<file path="config.mk">
export PLATFORM = sky130hd
export DESIGN_NAME = pe_column_feeder
export DESIGN_NICKNAME = d
export VERILOG_FILES = /design/src/rtl/pe_array_pkg.sv /design/src/rtl/pe_result_fifo.sv /design/src/rtl/pe_column_feeder.sv
export SDC_FILE = /design/constraint.sdc
export NUM_CORES = 1
export LEC_CHECK = 0
export CELL_PAD_IN_SITES_DETAIL_PLACEMENT = 1
export CELL_PAD_IN_SITES_GLOBAL_PLACEMENT = 2
export CORE_UTILIZATION = 35
export CTS_BUF_LIST = sky130_fd_sc_hd__clkbuf_8
export DETAILED_ROUTE_END_ITERATION = 16
export GPL_ROUTABILITY_DRIVEN = 0
export PLACE_DENSITY = 0.74
export SLEW_MARGIN = 15
export SYNTH_ARGS = -nofsm -noshare
export SYNTH_HDL_FRONTEND = slang
export SYNTH_SLANG_ARGS = --single-unit
</file>
<file path="constraint.sdc">
create_clock -name i_clk -period 4.45 [get_ports i_clk]
set_clock_uncertainty 0.2 [all_clocks]
set_input_delay 0.6675 -clock i_clk [delete_from_list [all_inputs] [get_ports i_clk]]
set_output_delay 0.6675 -clock i_clk [all_outputs]
set_load 0.01 [all_outputs]
</file>
<file path="src/rtl/pe_array_pkg.sv">
// pe_array_pkg: shared state encoding, defaults and sizing helper for the PE column feeder
//   STATE_W          width of the one-hot state vector (matches the PE state encoding width)
//   state_t          one-hot feeder states IDLE, LOAD_C, LOAD_A, LOAD_B, WAIT_RES
//   f_log2(n)        bits needed to hold 0..n-1 (never less than 1)
package pe_array_pkg;

    localparam int DEF_DATA_WIDTH = 16;
    localparam int DEF_ARRAY_SIZE = 16;
    localparam int STATE_W        = 8;

    typedef enum logic [STATE_W-1:0] {
        S_IDLE     = 8'h01,
        S_LOAD_C   = 8'h02,
        S_LOAD_A   = 8'h04,
        S_LOAD_B   = 8'h08,
        S_WAIT_RES = 8'h10
    } state_t;

    function automatic int f_log2(input int n);
        int r;
        r = 1;
        while ((1 << r) < n) r++;
        return r;
    endfunction

endpackage

</file>
<file path="src/rtl/pe_result_fifo.sv">
// pe_result_fifo: synchronous first-word-fall-through FIFO for column results
//   i_clk, i_rst     clock, asynchronous active-high reset
//   i_push, i_data   write strobe and word (ignored when full unless popping)
//   i_pop            read strobe (ignored when empty)
//   o_data           head word, valid whenever o_empty is low
//   o_empty, o_full  occupancy flags
//   o_count          number of stored words
module pe_result_fifo
    import pe_array_pkg::*;
#(
    parameter int DATA_WIDTH = DEF_DATA_WIDTH,
    parameter int DEPTH      = DEF_ARRAY_SIZE
) (
    input  logic                          i_clk,
    input  logic                          i_rst,
    input  logic                          i_push,
    input  logic [DATA_WIDTH-1:0]         i_data,
    input  logic                          i_pop,
    output logic [DATA_WIDTH-1:0]         o_data,
    output logic                          o_empty,
    output logic                          o_full,
    output logic [f_log2(DEPTH+1)-1:0]    o_count
);

    localparam int AW = f_log2(DEPTH);
    localparam int CW = f_log2(DEPTH + 1);

    logic [DATA_WIDTH-1:0] r_mem [DEPTH];
    logic [AW-1:0]         r_wr;
    logic [AW-1:0]         r_rd;
    logic [CW-1:0]         r_count;
    logic                  w_push;
    logic                  w_pop;

    assign o_empty = r_count == '0;
    assign o_full  = r_count == CW'(DEPTH);
    assign o_count = r_count;
    assign o_data  = r_mem[r_rd];
    assign w_pop   = i_pop & ~o_empty;
    // When full, a simultaneous pop frees the slot the write pointer aims at.
    assign w_push  = i_push & (~o_full | w_pop);

    always_ff @(posedge i_clk or posedge i_rst) begin
        if (i_rst) begin
            r_wr    <= '0;
            r_rd    <= '0;
            r_count <= '0;
        end else begin
            r_wr    <= w_push ? ((r_wr == AW'(DEPTH-1)) ? '0 : r_wr + AW'(1)) : r_wr;
            r_rd    <= w_pop  ? ((r_rd == AW'(DEPTH-1)) ? '0 : r_rd + AW'(1)) : r_rd;
            r_count <= r_count + CW'(w_push) - CW'(w_pop);
        end
    end

    always_ff @(posedge i_clk) begin
        if (w_push) r_mem[r_wr] <= i_data;
    end

endmodule

</file>
<file path="src/rtl/pe_column_feeder.sv">
// pe_column_feeder: streams one batch (C, A, B words) into a PE column and collects its results
//   i_clk, i_rst          clock, asynchronous active-high reset
//   i_start               begin batch (only in IDLE with result FIFO empty)
//   o_busy, o_done        not-IDLE flag, one-cycle batch end pulse
//   o_timeout             sticky result-wait expiry flag, cleared by an accepted start
//   i_s_data/valid, o_s_ready           host input stream
//   o_pe_ap_start, o_pe_ap_ctrl, o_pe_col_data   registered column bus drivers
//   i_pe_res_valid, i_pe_res_data      column result broadcast
//   o_m_data/valid, i_m_ready           host result stream
//   o_state               one-hot FSM state
module pe_column_feeder
    import pe_array_pkg::*;
#(
    parameter int DATA_WIDTH   = DEF_DATA_WIDTH,
    parameter int ARRAY_SIZE   = DEF_ARRAY_SIZE,
    parameter int MATRIX_DEPTH = 8000,
    parameter int TIMEOUT      = 65535
) (
    input  logic                  i_clk,
    input  logic                  i_rst,
    input  logic                  i_start,
    output logic                  o_busy,
    output logic                  o_done,
    output logic                  o_timeout,
    input  logic [DATA_WIDTH-1:0] i_s_data,
    input  logic                  i_s_valid,
    output logic                  o_s_ready,
    output logic                  o_pe_ap_start,
    output logic                  o_pe_ap_ctrl,
    output logic [DATA_WIDTH-1:0] o_pe_col_data,
    input  logic                  i_pe_res_valid,
    input  logic [DATA_WIDTH-1:0] i_pe_res_data,
    output logic [DATA_WIDTH-1:0] o_m_data,
    output logic                  o_m_valid,
    input  logic                  i_m_ready,
    output logic [STATE_W-1:0]    o_state
);

    localparam int BEAT_MAX = (MATRIX_DEPTH > ARRAY_SIZE) ? MATRIX_DEPTH : ARRAY_SIZE;
    localparam int BW       = f_log2(BEAT_MAX);
    localparam int RW       = f_log2(ARRAY_SIZE);
    localparam int TW       = f_log2(TIMEOUT + 1);
    localparam int CW       = f_log2(ARRAY_SIZE + 1);

    state_t                r_state;
    state_t                w_next;
    logic [BW-1:0]         r_beat;
    logic [RW-1:0]         r_res;
    logic [TW-1:0]         r_cyc;
    logic                  r_done;
    logic                  r_timeout;
    logic                  r_ap_start;
    logic                  r_ap_ctrl;
    logic [DATA_WIDTH-1:0] r_col_data;
    logic                  w_accept;
    logic                  w_last_beat;
    logic                  w_push;
    logic                  w_res_last;
    logic                  w_expire;
    logic                  w_start_ok;
    logic                  w_empty;
    logic                  w_full;
    logic [CW-1:0]         w_count;

    assign o_busy        = r_state != S_IDLE;
    assign o_s_ready     = (r_state == S_LOAD_C) | (r_state == S_LOAD_A) | (r_state == S_LOAD_B);
    assign o_done        = r_done;
    assign o_timeout     = r_timeout;
    assign o_pe_ap_start = r_ap_start;
    assign o_pe_ap_ctrl  = r_ap_ctrl;
    assign o_pe_col_data = r_col_data;
    assign o_m_valid     = ~w_empty;
    assign o_state       = r_state;

    assign w_accept    = i_s_valid & o_s_ready;
    assign w_last_beat = r_beat == ((r_state == S_LOAD_C) ? BW'(ARRAY_SIZE-1) : BW'(MATRIX_DEPTH-1));
    assign w_push      = (r_state == S_WAIT_RES) & i_pe_res_valid & ~w_full;
    assign w_res_last  = w_push & (r_res == RW'(ARRAY_SIZE-1));
    assign w_expire    = (r_state == S_WAIT_RES) & (r_cyc == TW'(TIMEOUT-1));
    assign w_start_ok  = (r_state == S_IDLE) & i_start & (w_count == '0);

    always_comb begin
        w_next = r_state;
        case (r_state)
            S_IDLE:     w_next = w_start_ok ? S_LOAD_C : S_IDLE;
            S_LOAD_C:   w_next = (w_accept & w_last_beat) ? S_LOAD_A : S_LOAD_C;
            S_LOAD_A:   w_next = (w_accept & w_last_beat) ? S_LOAD_B : S_LOAD_A;
            S_LOAD_B:   w_next = (w_accept & w_last_beat) ? S_WAIT_RES : S_LOAD_B;
            S_WAIT_RES: w_next = (w_res_last | w_expire) ? S_IDLE : S_WAIT_RES;
            default:    w_next = S_IDLE;
        endcase
    end

    always_ff @(posedge i_clk or posedge i_rst) begin
        if (i_rst) begin
            r_state    <= S_IDLE;
            r_beat     <= '0;
            r_res      <= '0;
            r_cyc      <= '0;
            r_done     <= 1'b0;
            r_timeout  <= 1'b0;
            r_ap_start <= 1'b0;
            r_ap_ctrl  <= 1'b0;
            r_col_data <= '0;
        end else begin
            r_state    <= w_next;
            r_beat     <= (w_next != r_state) ? '0 : w_accept ? r_beat + BW'(1) : r_beat;
            r_res      <= w_start_ok ? '0 : w_push ? r_res + RW'(1) : r_res;
            r_cyc      <= (r_state == S_WAIT_RES) ? r_cyc + TW'(1) : '0;
            r_done     <= w_res_last | w_expire;
            // A final result arriving on the expiry cycle completes the batch normally.
            r_timeout  <= w_start_ok ? 1'b0 : (w_expire & ~w_res_last) ? 1'b1 : r_timeout;
            r_ap_start <= w_accept & (r_state == S_LOAD_C) & w_last_beat;
            r_ap_ctrl  <= w_accept;
            r_col_data <= w_accept ? i_s_data : r_col_data;
        end
    end

    pe_result_fifo #(
        .DATA_WIDTH (DATA_WIDTH),
        .DEPTH      (ARRAY_SIZE)
    ) u_fifo (
        .i_clk   (i_clk),
        .i_rst   (i_rst),
        .i_push  (w_push),
        .i_data  (i_pe_res_data),
        .i_pop   (i_m_ready),
        .o_data  (o_m_data),
        .o_empty (w_empty),
        .o_full  (w_full),
        .o_count (w_count)
    );

endmodule
</file>
==> out/results.txt, run 1 <==
initial antenna violation count -> 0
layout cell share with drive strength beyond 1 -> 24.8%
first-pass GRT wire length -> 46900 microns
Cell Rows -> 71
DRT Pass-1 Iters -> 4
most frequent cells after synthesis -> edfxtp_1 (256), mux4_2 (80), dfrtp_1 (70)
Worst Path Arrival -> 3.20 ns
IO Pins -> 85
die area -> 39200 sq um
total CTS buffers -> 55
Crit Path Class -> reg2out
M2 GR Usage -> 27.8%
placed wire-length estimate -> 18100 microns
Avg Cell Area, Syn -> 17.9 sq um
most common cell in the netlist -> edfxtp_1
Max Fanout on Critical Path -> 22
DRT iter0 DRCs -> 336
Top FF cell, synth -> edfxtp_1
RR Startpoint -> o_state[4]
Max Slew Vio Count -> 0
ant diodes -> 0
routed len/inst -> 21.3 microns
fill count -> 3674
GRT met1 Usage -> 20.2%
Starting Density -> 35.6%
core footprint -> 37800 sq um
gr busiest metal -> met2
Final min period -> 4.07 ns
vias in the first global route -> 7844
Synth area leader -> edfxtp_1
Synth Warn # -> 0
crit-path most repeated cell -> mux4_2
Clock Latency Late Sink -> 0.63 ns
Tightest Pin Transition -> 0.969 ns
sequential share of the synthesized area -> 70.3%
post-synthesis cell type count -> 62
worst path cell trace -> buf_4 > mux4_2 > mux4_2 > clkdlybuf4s50_1
Synth area leaders -> edfxtp_1 (57%), mux4_2 (13%), dfrtp_1 (13%), nand2_1 (1.8%), ha_1 (1.4%)
HP Class -> in2async
#FFs+latches synth -> 327
Post-synth EDFFs -> 256
post-synthesis async set-or-reset flop share -> 21.7%
via count -> 7084
CTS root buf -> clkbuf_8
unrepaired setup endpoints after global routing -> no
via/cell ratio -> 4.95
Die H -> 198 microns
pwr dens -> 509 nW/um^2
Leakage -> 0.00566 uW
Worst IR Drop VDD -> 0.240 mV
crit path launch type -> flop
DRC -> 0
CTS H-tree depth -> 2
sink count of the clock tree -> 327
Max Buffers Root-to-Sink -> 3
Setup Viol. Count Final -> 0
Buffers on Ports -> 81
Netlist Area Pre-Place -> 13500 sq um
Critical path origin -> u_fifo.r_rd[0]
cts hold-fix bufs -> 0
clock-pin slew on the worst setup and hold paths -> 0.06 ns
met3 GRT Util -> 3.15%
P&R area growth vs syn -> 19.7%
Final nets -> 931
post-cts sizing count -> 0
Post-DRT Antenna Nets -> 0
Fmax achieved -> 246 MHz
largest net degree at the start of global routing -> 63
CTS tree -> yes
Slew HR -> 35.4%
WP data required -> 3.58 ns
final hold violation count -> 0
Die X -> 198 microns
Overall Global Routing Usage -> 16.2%
number of post-CTS setup repair buffers -> 0
gr ovfl total -> 0
slowest stage cell, crit path -> dfrtp_4
Post-Syn Instances -> 750
max cap viols -> 0
final cycle utilization of the critical path -> 91.4%
post-layout util -> 42.7%
Synth top area share -> 57.1%
Worst path max stage delay -> 0.72 ns
Worst Setup End Kind -> primary output
setup_tns -> 0 ns
Post-Route WL -> 30500 microns
outcome -> finished clean
==> registers in the layout, indices dropped and copies added (netlist names), 4 cells and up <==
signal          cells
u_fifo.r_mem      256
o_pe_col_data      16
r_cyc              16
r_beat             13
o_state             5
u_fifo.o_count      5
r_res               4
u_fifo.r_rd         4
u_fifo.r_wr         4
==> worst max-delay path, delay by kind of cell, from the launching register on <==
kind                   cells  cell delay [ns]
buffers and inverters      2             0.81
flip-flops                 1             0.72
multiplexers               2             1.04
==> report_power, final <==
part / switching [uW] / internal [uW] / leakage (uW)
Clock: 1240 / 1470 / 0.000628
Sequential: 186 / 3360 / 0.00325
Combinational: 769 / 1170 / 0.00178
Total: 2190 / 6000 / 0.00566
==> worst paths after layout <==
check | end | slack [ns] | depth (start not counted)
max in group asynchronous | u_fifo.r_rd[0] | 3.29 | 3
worst min register to register | o_pe_col_data[2] | 0.28 | 2
worst min-delay path | o_pe_col_data[8] | 0.09 | 2
worst max-delay path | o_m_data[7] | 0.38 | 4
worst max register to register | u_fifo.r_mem[15][12] | 1.30 | 5
min in group i_clk | o_pe_col_data[2] | 0.28 | 2
==> final cells by class <==
class                      instances  area (sq um)  area share [%]
timing repair buffer             109          1060            6.57
tap                              511           639            3.97
inverter                          26          97.6           0.606
clock buffer                      63           867            5.38
sequential                       327          9470            58.8
multi-input combinational        358          3730            23.1
clock inverter                    37           249            1.55
==> placed cells by master (no fill, tap or decap), types with 15 or more instances in the layout <==
master	n
ha_1	15
nor2_1	30
nand2_1	65
xnor2_1	18
inv_1	36
xor2_1	18
mux4_2	80
dfrtp_1	68
clkbuf_8	63
edfxtp_1	256
buf_4	25
clkdlybuf4s50_1	81
==> through the flow <==
stage	hold slack (ns)	power, uW	cells	setup slack (ns)	cell area (sq um)
2_1_floorplan	0.280	4860	752	1.23	13500
3_3_place_gp	0.259	5560	1331	0.974	15000
3_5_place_dp	0.267	5590	1331	0.977	15000
4_1_cts	0.0279	8350	1431	0.279	16100
5_1_grt	0.0862	8570	1431	0.203	16100
6_report	0.0902	8190	1431	0.384	16100
==> cells by family after synthesis <==
| group | synth area share [%] |
|---|---|
| flip-flops | 70.3 |
| AO/OA/AOI/OAI | 2.08 |
| adder cells (fa/ha/maj) | 1.54 |
| other | 0.0279 |
| buffers and inverters | 2.24 |
| multiplexers | 13.7 |
| XOR/XNOR | 2.34 |
| AND/OR/NAND/NOR | 7.71 |
==> routing by layer <==
| metal | part of all wire, % | routed length (microns) |
|---|---|---|
| met1 | 43 | 13000 |
| met2 | 51 | 15500 |
| met3 | 4.2 | 1290 |
| met4 | 2.6 | 785 |
| met5 | 0 | 0 |
(Power assumes the default switching activity.)
==> run 2, diff against run 1 <==
- CELL_PAD_IN_SITES_DETAIL_PLACEMENT: 1 -> 0
==> run 2 against run 1 <==
Against the previous run:
- hold slack better by 0.0049 ns
- global-route usage is 0.76 points lower
- cell area hardly changed
- sequential share of layout area hardly changed
- register-to-register slack worse by 0.04 ns
- sequential power hardly changed
- clock power is 1% lower
- non-clock buffer count stayed put
- critical path depth stayed put
- core utilization hardly changed
- setup slack worse by 0.0063 ns
==> out/results.txt, run 2 (synthesis results as in run 1) <==
outcome -> finished clean
Worst IR Drop VDD -> 0.246 mV (+2.7%)
gr ovfl total -> 0 (unchanged)
Placed Cells -> 1331 (unchanged)
final hold violation count -> 0 (unchanged)
setup_tns -> 0 ns (unchanged)
Fmax achieved -> 246 MHz (-0.16%)
Worst Path Arrival -> 3.21 ns (about the same)
Die X -> 198 microns (unchanged)
Final min period -> 4.07 ns (+0.00633 ns)
Max Buffers Root-to-Sink -> 3 (unchanged)
Starting Density -> 35.6% (unchanged)
die area -> 39200 sq um (unchanged)
unrepaired setup endpoints after global routing -> no
Worst path max stage delay -> 0.71 ns (about the same)
placed wire-length estimate -> 16700 microns (-7.7%)
Worst path depth -> 4 (unchanged)
Reg with most FFs -> u_fifo.r_mem
layout cell share with drive strength beyond 1 -> 24.1% (-0.73 points)
total chip power -> 8130 uW (-0.81%)
via/cell ratio -> 4.88 (-1.4%)
final cycle utilization of the critical path -> 91.5% (+0.14 points)
initial antenna violation count -> 0 (unchanged)
Overall Global Routing Usage -> 15.5% (-0.76 points)
reg-to-reg critical path endpoint -> u_fifo.r_mem[15][10]
DRT Pass-1 Iters -> 5 (+1)
commonest non-fill, non-tap cell in the layout -> edfxtp_1
ant diodes -> 0 (unchanged)
Final nets -> 931 (unchanged)
pre-CTS setup slack -> 0.946 ns (-0.0311 ns)
WP data required -> 3.58 ns (about the same)
DRT iter0 DRCs -> 403 (+20%)
Post-Route WL -> 28800 microns (-5.6%)
cts hold-fix bufs -> 0 (unchanged)
Max Fanout on Critical Path -> 31 (+41%)
Max Slew Vio Count -> 0 (unchanged)
max cap viols -> 0 (unchanged)
CTS tree -> yes
first-pass GRT wire length -> 44900 microns (-4.4%)
Worst Setup End Kind -> primary output
crit path launch type -> flop
largest net degree at the start of global routing -> 63 (unchanged)
crit-path most repeated cell -> mux4_2
Layout Cells excl Fill -> 1434 (+0.21%)
core footprint -> 37800 sq um (unchanged)
fill count -> 3380 (-8.0%)
Critical path origin -> u_fifo.r_rd[0]
sink count of the clock tree -> 327 (unchanged)
total CTS buffers -> 55 (unchanged)
Worst Path Buf+Inv -> 2 (unchanged)
RR Startpoint -> o_state[4]
FF-to-FF path depth -> 5 (unchanged)
vias in the first global route -> 7497 (-4.4%)
Die H -> 198 microns (unchanged)
routed len/inst -> 20.1 microns (-5.8%)
Final WS setup -> 0.377 ns (-0.00633 ns)
flop-to-flop setup slack -> 1.26 ns (-0.04 ns)
via count -> 7000 (-1.2%)
Critical Path Sink -> o_m_data[15]
Post-DRT Antenna Nets -> 0 (unchanged)
Post-DP Area -> 15000 sq um (unchanged)
Setup Viol. Count Final -> 0 (unchanged)
Crit Path Class -> reg2out
CTS H-tree depth -> 2 (unchanged)
P&R area growth vs syn -> 19.6% (about the same)
Buffers on Ports -> 81 (unchanged)
Clock Latency Late Sink -> 0.62 ns (about the same)
worst path cell trace -> buf_12 > mux4_2 > mux4_2 > clkdlybuf4s50_1
Slew HR -> 35.0% (-0.43 points)
commonest non-fill, non-tap cells in the layout -> edfxtp_1 (256), clkdlybuf4s50_1 (81), mux4_2 (80)
Cell Rows -> 71 (unchanged)
number of post-CTS setup repair buffers -> 0 (unchanged)
slowest stage cell, crit path -> dfrtp_4
CTS root buf -> clkbuf_8
pwr dens -> 505 nW/um^2 (-0.74%)
Leakage -> 0.00567 uW (+0.12%)
fin area -> 16100 sq um (about the same)
max reg flops -> 256 (unchanged)
DRC -> 0 (unchanged)
IO Pins -> 85 (unchanged)
Tightest Pin Transition -> 0.975 ns (+0.00641 ns)
post-cts sizing count -> 0 (unchanged)
clock-pin slew on the worst setup and hold paths -> 0.06 ns (about the same)
HP Class -> in2async
Top delay family on crit path -> multiplexers
-- run 2: changes by cell type in the layout (fill, tap and decap cells not counted), sizes merged --
cell / before / now
bufinv: 3 / 4
clkinv: 19 / 23
clkbuf: 63 / 57
inv: 40 / 44
-- run 2: how the worst min path moves through the flow --
stage                          start  slack (ns)                to  cells past startpoint
floorplan                   r_cyc[0]        0.28          r_cyc[0]                      1
CTS                            i_rst        0.04  o_pe_col_data[6]                      2
global route                   i_rst        0.09  o_pe_col_data[6]                      2
global placement    o_pe_col_data[0]        0.26  o_pe_col_data[0]                      2
finish                         i_rst         0.1  o_pe_col_data[6]                      2
detailed placement  o_pe_col_data[0]        0.27  o_pe_col_data[0]                      2
-- run 2: worst reg2reg max path: cells and delay by family, from the launching register on --
kind	cells	cell delay [ns]
buffers and inverters	1	0.36
flip-flops	1	0.53
AND/OR/NAND/NOR	4	1.76
-- run 2: per-layer routing --
| layer | wire, microns | share of wire, % | global-route usage (%) |
|---|---|---|---|
| met5 | 0 | 0 | 0 |
| met1 | 12600 | 44 | 20.1 |
| met4 | 566 | 2.0 | 5.00 |
| met3 | 1340 | 4.6 | 3.24 |
| met2 | 14300 | 50 | 25.8 |
-- run 2: power breakdown --
part           internal, uW  total [uW]  switching [uW]  leakage [uW]
Sequential             3360        3540             182       0.00325
Clock                  1430        2670            1230      0.000635
Combinational          1170        1920             752       0.00178
-- run 2: area by class of cell --
type / count / area (sq um) / share of cell area, %
sequential: 327 / 9470 / 58.8
multi-input combinational: 358 / 3730 / 23.2
timing repair buffer: 109 / 1060 / 6.58
clock buffer: 57 / 785 / 4.87
tap: 511 / 639 / 3.97
clock inverter: 46 / 320 / 1.99
inverter: 26 / 97.6 / 0.606
-- run 2: stage by stage --
step	hold slack (ns)	util, %
6_report	0.0951	42.6
5_1_grt	0.0936	42.6
4_1_cts	0.0408	42.6
3_5_place_dp	0.266	39.7
3_3_place_gp	0.259	39.7
2_1_floorplan	0.280	-
==> run 3, diff against run 2 <==
- CTS_BUF_LIST: sky130_fd_sc_hd__clkbuf_8 -> unset
==> run 3 against run 2 <==
Against the previous run:
- sequential power is essentially flat
- routed wire length shrank 0.95%
- cell count shrank 2.4%
- setup slack gained 0.10 ns
- largest cell class unchanged
- highest routed layer unchanged
==> out/results.txt, run 3 (synthesis results as in run 1) <==
Overall Global Routing Usage -> 15.2% (-0.27 points)
Post-DRT Antenna Nets -> 0 (unchanged)
Reg with most FFs -> u_fifo.r_mem
Starting Density -> 35.6% (unchanged)
pwr dens -> 529 nW/um^2 (+4.7%)
fill count -> 3343 (-1.1%)
final cycle utilization of the critical path -> 89.2% (-2.4 points)
core footprint -> 37800 sq um (unchanged)
max reg flops -> 256 (unchanged)
Worst Setup End Kind -> primary output
IO Pins -> 85 (unchanged)
FF/Latch Area -> 9470 sq um (unchanged)
WP data required -> 3.58 ns (about the same)
Max Slew Vio Count -> 0 (unchanged)
via/cell ratio -> 4.96 (+1.6%)
DRT Pass-1 Iters -> 4 (-1)
number of post-CTS setup repair buffers -> 0 (unchanged)
HP Class -> in2async
sink count of the clock tree -> 327 (unchanged)
Fmax achieved -> 252 MHz (+2.6%)
Max Buffers Root-to-Sink -> 3 (unchanged)
Cell Rows -> 71 (unchanged)
clock-pin slew on the worst setup and hold paths -> 0.06 ns (about the same)
placed wire-length estimate -> 16700 microns (unchanged)
gr ovfl total -> 0 (unchanged)
CTS H-tree depth -> 2 (unchanged)
Crit Path Class -> reg2out
flop-to-flop setup slack -> 1.29 ns (+0.03 ns)
largest net degree at the start of global routing -> 63 (unchanged)
cts hold-fix bufs -> 0 (unchanged)
total CTS buffers -> 37 (-33%)
multi-input logic area -> 3730 sq um (unchanged)
P&R area growth vs syn -> 20.8%
routed len/inst -> 20.4 microns (+1.5%)
via count -> 6938 (-0.89%)
Slew HR -> 35.4% (+0.42 points)
Buffers on Ports -> 81 (unchanged)
Setup Viol. Count Final -> 0 (unchanged)
Worst Path Arrival -> 3.10 ns (-0.11 ns)
die area -> 39200 sq um (unchanged)
unrepaired setup endpoints after global routing -> no
crit path launch type -> flop
post-layout util -> 43.0% (+0.41 points)
Die X -> 198 microns (unchanged)
setup_tns -> 0 ns (unchanged)
DRT iter0 DRCs -> 389 (-3.5%)
commonest non-fill, non-tap cells in the layout -> edfxtp_1 (256), clkdlybuf4s50_1 (81), mux4_2 (80)
ant diodes -> 0 (unchanged)
Max Fanout on Critical Path -> 31 (unchanged)
DRC -> 0 (unchanged)
Tightest Pin Transition -> 0.969 ns (-0.00624 ns)
first-pass GRT wire length -> 44400 microns (-0.95%)
CTS tree -> yes
Post-Route WL -> 28500 microns (-0.95%)
max cap viols -> 0 (unchanged)
commonest non-fill, non-tap cell in the layout -> edfxtp_1
vias in the first global route -> 7303 (-2.6%)
layout cell share with drive strength beyond 1 -> 22.9% (-1.2 points)
outcome -> finished clean
Final min period -> 3.97 ns (-0.105 ns)
final hold violation count -> 0 (unchanged)
Leakage -> 0.00564 uW (-0.55%)
Clock Latency Late Sink -> 0.52 ns (-0.10 ns)
post-cts sizing count -> 0 (unchanged)
CTS root buf -> clkbuf_16
initial antenna violation count -> 0 (unchanged)
Final nets -> 913 (-1.9%)
Worst IR Drop VDD -> 0.269 mV (+9.4%)
Die H -> 198 microns (unchanged)
==> run 3: changes by cell type in the layout (fill, tap and decap cells not counted) <==
cell        delta
inv_6          +1
clkbuf_16     +38
clkbuf_8      -56
clkinvlp_4     +3
inv_16         +1
clkinv_2       -6
clkinv_8       -1
inv_1         -18
bufinv_16      +1
clkinv_1       -5
clkbuf_1       +7
==> run 3: metal layers <==
| metal | global-route usage, % | part of all wire (%) | vias up |
|---|---|---|---|
| met5 | 0 | 0 | - |
| met1 | 20.1 | 43 | 3592 |
| met2 | 26.0 | 51 | 168 |
| met4 | 3.67 | 1.5 | 0 |
| met3 | 2.52 | 4.2 | 34 |
| li1 | - | - | 3144 |
==> run 3: critical path, stage by stage, from the launching register on <==
cell and delay (ns):
dfrtp_4 0.71, buf_12 0.31, mux4_2 0.55, mux4_2 0.50
clkdlybuf4s50_1 0.50
==> run 3: path summary, 6_finish.rpt <==
| path | start | cells after the start | to |
|---|---|---|---|
| min reg2reg | o_pe_col_data[2] | 2 | o_pe_col_data[2] |
| max in group asynchronous | i_rst | 3 | o_state[0] |
| max | u_fifo.r_rd[0] | 4 | o_m_data[15] |
| min in group i_clk | o_pe_col_data[2] | 2 | o_pe_col_data[2] |
| min | i_rst | 2 | o_pe_col_data[6] |
| max reg2reg | o_state[3] | 5 | u_fifo.r_mem[15][10] |
==> run 3: layout make-up <==
| cell class | count | area share [%] |
|---|---|---|
| flip-flops and latches | 327 | 58.3 |
| multi-input cells | 358 | 22.9 |
| repair buffers | 109 | 6.51 |
| clock buffers | 46 | 6.10 |
| well taps | 511 | 3.93 |
| clock inverters | 22 | 1.66 |
| inverters | 26 | 0.600 |
==> run 3: where the power goes <==
group | switching (uW) | internal, uW
clock network | 1240 | 1890
logic | 757 | 1170
registers | 182 | 3360
==> run 3: per-stage QoR <==
| stage | setup slack, ns | hold slack (ns) | total power (uW) | instance area (sq um) | std cells |
|---|---|---|---|---|---|
| global placement | 0.974 | 0.259 | 5560 | 15000 | 1331 |
| finish | 0.482 | 0.185 | 8590 | 16300 | 1399 |
| CTS | 0.387 | 0.174 | 8740 | 16300 | 1399 |
| detailed placement | 0.946 | 0.266 | 5570 | 15000 | 1331 |
| global route | 0.326 | 0.216 | 8970 | 16300 | 1399 |
| floorplan | 1.23 | 0.280 | 4860 | 13500 | 752 |
